**src/rtl/svfloat_unpacker.sv**
```systemverilog
// IEEE-style float unpacker: classifies the operand and produces a sign, an unbiased
// exponent and an explicit-leading-one mantissa. Denormals are normalised one bit per cycle.
package svfloat;
  typedef struct packed {
    logic        sign;
    logic [7:0]  exponent;
    logic [22:0] mantissa;
  } float32;
endpackage

module svfloat_unpacker #(
  parameter type float  = svfloat::float32,
  parameter int  ewidth = 10,
  parameter int  width  = 24,
  parameter int  frac   = 23
) (
  input  logic                     clk,
  input  logic                     rst_n,
  input  logic                     in_valid,
  output logic                     in_ready,
  input  logic [$bits(float)-1:0]  in_data,
  output logic                     out_valid,
  input  logic                     out_ready,
  output logic                     is_inf,
  output logic                     is_nan,
  output logic                     is_snan,
  output logic                     is_zero,
  output logic                     d_sign,
  output logic signed [ewidth-1:0] d_exp,
  output logic [width-1:0]         d_man,
  output logic [1:0]               dbg_state
);

  // Handshake: a transfer happens on a rising edge where valid && ready are both high;
  // the producer holds valid/data until that edge, and ready never depends on valid.

  float in_f;
  assign in_f = float'(in_data);

  localparam int EB = $bits(in_f.exponent);
  localparam int MB = $bits(in_f.mantissa);
  localparam logic signed [ewidth-1:0] BIAS = ewidth'((1 << (EB - 1)) - 1);

  if (ewidth < EB + 2) begin : g_bad_ewidth
    $error("svfloat_unpacker: ewidth too small for the exponent field");
  end
  if (width != MB + 1) begin : g_bad_width
    $error("svfloat_unpacker: width must be mantissa bits + 1");
  end
  if (frac != MB) begin : g_bad_frac
    $error("svfloat_unpacker: frac must equal mantissa bits");
  end

  typedef enum logic [1:0] {IDLE = 2'd0, NORM = 2'd1, DONE = 2'd2} state_t;

  state_t                     state, state_n;
  logic                       inf_n, nan_n, snan_n, zero_n, sign_n;
  logic signed [ewidth-1:0]   exp_n;
  logic [width-1:0]           man_n;
  logic                       accept;
  logic                       e_ones, e_zero, m_zero;

  assign dbg_state = state;
  assign out_valid = (state == DONE);
  assign in_ready  = rst_n && ((state == IDLE) || ((state == DONE) && out_ready));
  assign accept    = in_valid && in_ready;

  assign e_ones = &in_f.exponent;
  assign e_zero = ~|in_f.exponent;
  assign m_zero = ~|in_f.mantissa;

  always_comb begin
    state_n = state;
    inf_n   = is_inf;
    nan_n   = is_nan;
    snan_n  = is_snan;
    zero_n  = is_zero;
    sign_n  = d_sign;
    exp_n   = d_exp;
    man_n   = d_man;
    unique case (state)
      IDLE, DONE: begin
        if (accept) begin
          inf_n   = 1'b0;
          nan_n   = 1'b0;
          snan_n  = 1'b0;
          zero_n  = 1'b0;
          sign_n  = in_f.sign;
          exp_n   = '0;
          man_n   = '0;
          state_n = DONE;
          if (e_ones && m_zero) begin
            inf_n = 1'b1;
          end else if (e_ones) begin
            nan_n  = 1'b1;
            snan_n = ~in_f.mantissa[MB-1];
            man_n  = width'({1'b0, in_f.mantissa});
          end else if (e_zero && m_zero) begin
            zero_n = 1'b1;
          end else if (e_zero) begin
            // Denormal: start at the minimum exponent and let NORM shift in the hidden one.
            exp_n   = ewidth'(1) - BIAS;
            man_n   = width'({1'b0, in_f.mantissa});
            state_n = NORM;
          end else begin
            exp_n = ewidth'(in_f.exponent) - BIAS;
            man_n = width'({1'b1, in_f.mantissa});
          end
        end else if (state == DONE && out_ready) begin
          state_n = IDLE;
        end
      end
      NORM: begin
        man_n = d_man << 1;
        exp_n = d_exp - ewidth'(1);
        if (d_man[width-2]) state_n = DONE;
      end
      default: state_n = IDLE;
    endcase
  end

  always_ff @(posedge clk or negedge rst_n) begin
    if (!rst_n) begin
      state   <= IDLE;
      is_inf  <= 1'b0;
      is_nan  <= 1'b0;
      is_snan <= 1'b0;
      is_zero <= 1'b0;
      d_sign  <= 1'b0;
      d_exp   <= '0;
      d_man   <= '0;
    end else begin
      state   <= state_n;
      is_inf  <= inf_n;
      is_nan  <= nan_n;
      is_snan <= snan_n;
      is_zero <= zero_n;
      d_sign  <= sign_n;
      d_exp   <= exp_n;
      d_man   <= man_n;
    end
  end

endmodule
```
**config.mk**
```make
export PLATFORM = sky130hd
export DESIGN_NAME = svfloat_unpacker
export DESIGN_NICKNAME = d
export VERILOG_FILES = /design/src/rtl/svfloat_unpacker.sv
export SDC_FILE = /design/constraint.sdc
export NUM_CORES = 1
export LEC_CHECK = 0
export ABC_CLOCK_PERIOD_IN_PS = 1700
export CAP_MARGIN = 10
export CORE_MARGIN = 2
export CORE_UTILIZATION = 40
export CTS_CLUSTER_DIAMETER = 120
export CTS_CLUSTER_SIZE = 14
export DETAILED_ROUTE_END_ITERATION = 8
export HOLD_SLACK_MARGIN = 0.05
export MAX_ROUTING_LAYER = met4
export PLACE_DENSITY = 0.75
export SKIP_LAST_GASP = 1
export SYNTH_ARGS = -nofsm -noshare
export SYNTH_HDL_FRONTEND = slang
export SYNTH_SLANG_ARGS = --single-unit
```
**constraint.sdc**
```tcl
create_clock -name clk -period 1.7 [get_ports clk]
set_input_delay 0.34 -clock clk [delete_from_list [all_inputs] [get_ports clk]]
set_output_delay 0.34 -clock clk [all_outputs]
set_load 0.01 [all_outputs]
```
==> results_dict.tcl, run 1 <==
set metrics [dict create \
    violations_in_the_final_reports "negative setup slack" \
    drv_cap 0 \
    std_cell_rows 26 \
    detailedRoute.firstPassIterationCount 4 \
    finalWorstSetupSlack_ns -0.00844 \
    design.core.area_sq_um 5170 \
    fin_crit_sh_pct 100 \
    start_util_pct 42.1 \
    finalCriticalPeriod_ns 1.71 \
    fp.dieArea_sq_um 6050 \
    leakagePower_nw 1.70 \
    synthDistinctLibCells 44 \
    async_flop_share_pct 100 \
    timing.max_slew.rel_slack_pct 63.7 \
    number_of_sinks_handled_by_clock_tree_synthesis 41 \
    synth_seq_cells 41 \
    maximum_number_of_pins_on_one_net_before_global_route_repair 43 \
    run_status "finished with violations" \
    first_global_vias 2358 \
    synth_edf_count 0 \
    cts_hold_repair.buffers 0 \
    synth_ff_type "dfrtp_1" \
    grt_first_pass_wirelength_mm 11.3 \
    tritoncts_clock_tree "yes" \
    timing_worst_slew_pin_value_ns 0.545 \
    layout_overhead_on_the_synthesized_area_pct 66.0 \
    antenna_found_initial 0 \
    drt-wirelength-per-cell_um 16.0 \
    rsz_0062_raised_after_global_routing "yes" \
    syn-cell-area_sq_um 2180 \
    reg2reg_slack_ns -0.008 \
    ff2ff_path_depth 6 \
    proportion_of_layout_cells_with_a_drive_suffix_above_1_pct 22.6 \
    pin_count 79 \
    fin_cells 438 \
    clkSlewWorstSetupHoldPaths_ns 0.09 \
    worst_r2r_startpoint "d_exp[1]$_DFFE_PN0P_" \
    synth_warnings 0 \
    synth.net_count 283 \
    cts.path.max_buffers 2 \
    placement.io_buffers 78 \
    final-setup-viol-count 1 \
    drt-total-wl_mm 7.00 \
    synthesized_area_divided_by_synthesized_cell_count_sq_um 8.93 \
    dpl_cell_area_sq_um 3370 \
    criticalPathCategory "register to register" \
    total_power_w 0.00312 \
    timing.critical_path.from_type "register" \
    dieWidth_um 77.8 \
    syn_inst 244 \
    timing_hold_violations_final 0 \
    postLayoutCellArea_sq_um 3620 \
    critical_path_required_ns 1.88 \
    critical_path.max_fanout 4 \
    synth_sequential_area_ratio_pct 47.1 \
    remaining_drc_errors 0 \
    whs_ns 0.135 \
    hold_path_class "input port to asynchronous set/reset pin" \
    timing.fmax_mhz 585 \
    timing.rr.end "d_exp[8]$_DFFE_PN0P_" \
    cts.htree.levels 2 \
    vdd_drop_max_mv 0.403 \
    root_buffer "clkbuf_8" \
    nNetsFinal 406 \
    n_antenna_cell 0 \
    postRouteAntennaNets 0 \
    detailedPlacementHpwl_mm 5.06 \
    power_per_cell_area_nw_per_um2 864 \
    groute.usage.overall_pct 24.3 \
    final-max-slew-violation-count 0 \
    num_vias 2373 \
    cts_inserted_buffers 5 \
    skew_ns 0.00869 \
    avgViaCountPerCell 5.42 \
    globalRoute.totalOverflow 0 \
    clk_latency_ns 0.30 \
    gp_routability_congestion 0.814 \
    dpl.cell_count 425 \
    drt_initial_violations 150 \
    timing.critical_path.arrival_ns 1.89 \
    floorplan.die.height_um 77.8 \
    endpoint_kind "register" \
    timing.setup.tns_ns -0.00844 \
]
cell usage after synthesis, types with 4 or more instances:
| cell type | count | area [sq um] |
|---|---|---|
| a22oi_1 | 23 | 173 |
| nor2_1 | 9 | 33.8 |
| clkbuf_1 | 11 | 41.3 |
| nor3_1 | 5 | 25.0 |
| nor4_1 | 5 | 31.3 |
| o31ai_1 | 5 | 37.5 |
| nand3_1 | 11 | 55.1 |
| or3_1 | 4 | 25.0 |
| a21oi_1 | 7 | 35.0 |
| nand2_1 | 62 | 233 |
| nor2b_1 | 4 | 25.0 |
| inv_1 | 5 | 18.8 |
| a31oi_1 | 4 | 25.0 |
| dfrtp_1 | 41 | 1030 |
layer usage:
layer / wire length (um) / vias to the layer above / global-route usage [%]
li1: - / 1139 / -
met1: 3080 / 1162 / 31.6
met2: 3530 / 64 / 38.8
met3: 300 / 8 / 4.07
met4: 87 / 0 / 7.68
met5: 0 / - / -
critical path, cell delays in order, from the launching register on:
cell      delay [ns]
dfrtp_1         0.43
inv_1           0.08
ha_2            0.17
or3b_4          0.40
or3_4           0.35
nand3_2         0.08
o221ai_1        0.09
kinds of logic (layout without fill, tap and decap cells):
logic type	Yosys count	in the layout	synth area share, %
buffers and inverters	19	143	3.45
XOR/XNOR	5	5	2.01
AND/OR/NAND/NOR	115	115	25.0
flip-flops	41	41	47.1
adder cells (fa/ha/maj)	3	3	1.72
AO/OA/AOI/OAI	61	61	20.7
layout make-up:
type,instances,area [sq um]
clock buffers,7,96.3
clock inverters,1,8.76
fillers,406,1560
inverters,5,18.8
multi-input cells,184,1170
flip-flops and latches,41,1030
well taps,70,87.6
repair buffers,130,1200
how the worst max path moves through the flow:
stage               slack [ns]            startpoint                   end
finish                  -0.008  d_exp[1]$_DFFE_PN0P_  d_exp[8]$_DFFE_PN0P_
global route              -0.1  d_exp[1]$_DFFE_PN0P_  d_exp[8]$_DFFE_PN0P_
CTS                     -0.002  d_exp[2]$_DFFE_PN0P_              d_exp[2]
detailed placement       -0.42           in_data[29]  d_exp[7]$_DFFE_PN0P_
global placement         -0.40           in_data[17]  d_exp[7]$_DFFE_PN0P_
floorplan                -0.03  d_exp[1]$_DFFE_PN0P_  d_exp[9]$_DFFE_PN0P_
stage by stage:
step | util (%) | worst slack [ns]
finish | 69.9 | -0.00844
global route | 69.9 | -0.0968
CTS | 68.3 | -0.00229
detailed placement | 65.1 | -0.417
global placement | 65.1 | -0.395
floorplan | - | -0.0315
report_power, final:
part / total [W] / switching [W] / internal, W
combinational: 0.00110 / 0.000474 / 0.000626
clock: 0.000736 / 0.000361 / 0.000375
sequential: 0.00129 / 0.000147 / 0.00114
registers in the layout, summed over array words and instances, names as in the netlist:
name and flops:
is_inf 1, is_snan 1, d_man 24, d_sign 1, d_exp 10, is_nan 1, dbg_state 2, is_zero 1
cells in the final DEF (no fill, tap or decap), types with 3 or more instances in the layout:
cell             instances
clkdlybuf4s50_1         52
and3_1                   3
o21a_1                   3
nor3_1                   4
nor2_1                   8
dfrtp_1                 40
clkbuf_8                 7
nand4_1                  3
a22oi_1                 23
nand2_1                 62
a31oi_1                  4
dlymetal6s2s_1          12
nor2b_1                  3
nand3_1                 10
xor2_1                   3
nor4_2                   3
a21oi_1                  7
buf_4                   50
o31ai_1                  5
inv_1                    5
dlygate4sd2_1           13
what timing repair did:
action	CTS	global route
buffers inserted	3	2
gates resized for setup	24	19
pin swaps	8	6
setup endpoints to repair	12	36
(Power assumes the default switching activity.)
==> inputs of run 2 (changes only) <==
--- a/config.mk
+++ b/config.mk
@@ -5,8 +5,7 @@
 export SDC_FILE = /design/constraint.sdc
 export NUM_CORES = 1
 export LEC_CHECK = 0
-export ABC_CLOCK_PERIOD_IN_PS = 1700
-export CAP_MARGIN = 10
+export CAP_MARGIN = 0
 export CORE_MARGIN = 2
 export CORE_UTILIZATION = 40
 export CTS_CLUSTER_DIAMETER = 120
==> results of run 2 <==
The final DEF is identical to that of run 1; final timing and power are the same.
==> inputs of run 3 (changes only) <==
--- a/config.mk
+++ b/config.mk
@@ -7,13 +7,12 @@
 export LEC_CHECK = 0
 export CAP_MARGIN = 0
 export CORE_MARGIN = 2
-export CORE_UTILIZATION = 40
+export CORE_UTILIZATION = 28
 export CTS_CLUSTER_DIAMETER = 120
 export CTS_CLUSTER_SIZE = 14
 export DETAILED_ROUTE_END_ITERATION = 8
 export HOLD_SLACK_MARGIN = 0.05
 export MAX_ROUTING_LAYER = met4
-export PLACE_DENSITY = 0.75
 export SKIP_LAST_GASP = 1
 export SYNTH_ARGS = -nofsm -noshare
 export SYNTH_HDL_FRONTEND = slang
==> results_dict.tcl, run 3 (synthesized netlist as in run 1, its figures left out) <==
set metrics [dict create \
    cp_slowest_stage_delay_ns 0.41 \
    cts.path.max_buffers 2 \
    top_register "d_man" \
    timing.fmax_mhz 577 \
    postRouteAntennaNets 0 \
    drv_cap 0 \
    cts.htree.levels 2 \
    hold_path_class "input port to asynchronous set/reset pin" \
    n_antenna_cell 0 \
    power_per_cell_area_nw_per_um2 855 \
    detailedRoute.firstPassIterationCount 4 \
    pre_cts_slack_ns -0.473 \
    layout.cells.most_common_list "nand2_1 (62), buf_4 (57), clkdlybuf4s50_1 (55)" \
    largest_register_ff_count 24 \
    timing_worst_slew_pin_value_ns 0.552 \
    commonest_non_fill_non_tap_cell_in_the_layout "nand2_1" \
    critical_path.slowest_cell "dfrtp_1" \
    groute.usage.overall_pct 17.7 \
    endpoint_kind "register" \
    globalRoute.totalOverflow 0 \
    run_status "finished with violations" \
    std_cell_rows 32 \
    reg2reg_slack_ns -0.03 \
    timing.critical_path.from_type "register" \
    nNetsFinal 412 \
    fp.dieArea_sq_um 8500 \
    critical_path_required_ns 1.87 \
    ff2ff_path_depth 6 \
    finalCriticalPeriod_ns 1.73 \
    num_vias 2340 \
    number_of_sinks_handled_by_clock_tree_synthesis 41 \
    power_switching_share_pct 30.3 \
    violations_in_the_final_reports "negative setup slack" \
    finalWorstSetupSlack_ns -0.0324 \
    criticalPathCategory "register to register" \
    cts_inserted_buffers 5 \
    proportion_of_layout_cells_with_a_drive_suffix_above_1_pct 25.5 \
    gp_routability_congestion 0.859 \
    critical_path.max_fanout 4 \
    avgViaCountPerCell 4.93 \
    start_util_pct 28.5 \
    drt-wirelength-per-cell_um 14.9 \
    grt_first_pass_wirelength_mm 11.7 \
    maximum_number_of_pins_on_one_net_before_global_route_repair 43 \
    final-setup-viol-count 2 \
    dieWidth_um 92.2 \
    total_power_w 0.00317 \
    floorplan.die.height_um 92.2 \
    timing.critical_path.cells "inv_1 > ha_2 > or3b_4 > or3_4 > nand3_2 > o221ai_2" \
    rsz_0062_raised_after_global_routing "yes" \
    skew_ns 0.00381 \
    layout.core_utilization_pct 48.4 \
    design.core.area_sq_um 7650 \
    fin_crit_sh_pct 102 \
    clock_power_share_pct 24.2 \
    worst_r2r_startpoint "d_exp[1]$_DFFE_PN0P_" \
    first_global_vias 2321 \
    power.net_switching_w 0.000958 \
    timing_hold_violations_final 0 \
    drt-total-wl_mm 7.06 \
    remaining_drc_errors 0 \
    comb_power_share_pct 35.2 \
    clk_latency_ns 0.29 \
    placement.io_buffers 78 \
    layout_overhead_on_the_synthesized_area_pct 70.0 \
    leakagePower_nw 1.69 \
    final-max-slew-violation-count 0 \
    timing.rr.end "d_exp[8]$_DFFE_PN0P_" \
    pwr-share-seq_pct 40.6 \
    timing.setup.tns_ns -0.0573 \
    clkSlewWorstSetupHoldPaths_ns 0.08 \
    antenna_found_initial 0 \
    p_int_w 0.00221 \
    pin_count 79 \
    timing.max_slew.rel_slack_pct 63.2 \
    vdd_drop_max_mv 0.324 \
    tritoncts_clock_tree "yes" \
    detailedPlacementHpwl_mm 5.06 \
    root_buffer "clkbuf_8" \
    cts_hold_repair.buffers 0 \
    timing.critical_path.arrival_ns 1.91 \
    drt_initial_violations 137 \
]
-- run 3: power by group through the flow --
stage / Clock, W / Combinational, W / Sequential, W
detailed placement: 0 / 0.00108 / 0.00130
finish: 0.000767 / 0.00111 / 0.00129
floorplan: 0 / 0.000272 / 0.00138
CTS: 0.000785 / 0.00111 / 0.00129
global route: 0.000838 / 0.00121 / 0.00131
global placement: 0 / 0.00107 / 0.00130
-- run 3: layout make-up --
class	instances	area, sq um
clock buffers	5	68.8
repair buffers	136	1220
multi-input cells	184	1200
well taps	102	128
fillers	728	3940
flip-flops and latches	41	1030
clock inverters	2	35.0
inverters	5	18.8
-- run 3: routing by layer --
metal  wire (um)  GRT usage (%)  vias to the layer above
met5           0              -                        -
met4         114           6.09                        0
li1            -              -                     1150
met1        3300           24.4                     1113
met3         294           2.47                        9
met2        3350           26.8                       68
-- run 3: stage by stage --
step	area, sq um	hold WS (ns)	instances
finish	3700	0.148	475
global route	3700	0.201	475
CTS	3610	0.168	472
detailed placement	3430	0.487	462
global placement	3430	0.460	462
floorplan	2180	0.0444	244
-- run 3: critical path, delay by kind of cell (launching register included) --
family	cells	cell delay, ns
buffers and inverters	1	0.07
AND/OR/NAND/NOR	3	0.89
adder cells (fa/ha/maj)	1	0.18
flip-flops	1	0.41
AO/OA/AOI/OAI	1	0.07
-- run 3: worst max path at each step --
stage | from | to | slack [ns] | cells past startpoint
after global routing | d_exp[0]$_DFFE_PN0P_ | d_exp[8]$_DFFE_PN0P_ | -0.10 | 6
after floorplan | d_exp[1]$_DFFE_PN0P_ | d_exp[9]$_DFFE_PN0P_ | -0.03 | 5
after CTS | d_exp[7]$_DFFE_PN0P_ | d_exp[9]$_DFFE_PN0P_ | -0.03 | 4
final | d_exp[1]$_DFFE_PN0P_ | d_exp[8]$_DFFE_PN0P_ | -0.03 | 6
after detailed placement | in_data[0] | d_exp[7]$_DFFE_PN0P_ | -0.47 | 5
after global placement | in_data[0] | d_exp[7]$_DFFE_PN0P_ | -0.45 | 5
-- run 3: what timing repair did --
action | CTS | global route
pin swaps | 11 | 3
setup endpoints to repair | 37 | 42
cloned | 0 | 0
setup buffers | 3 | 3
resized for setup | 30 | 20
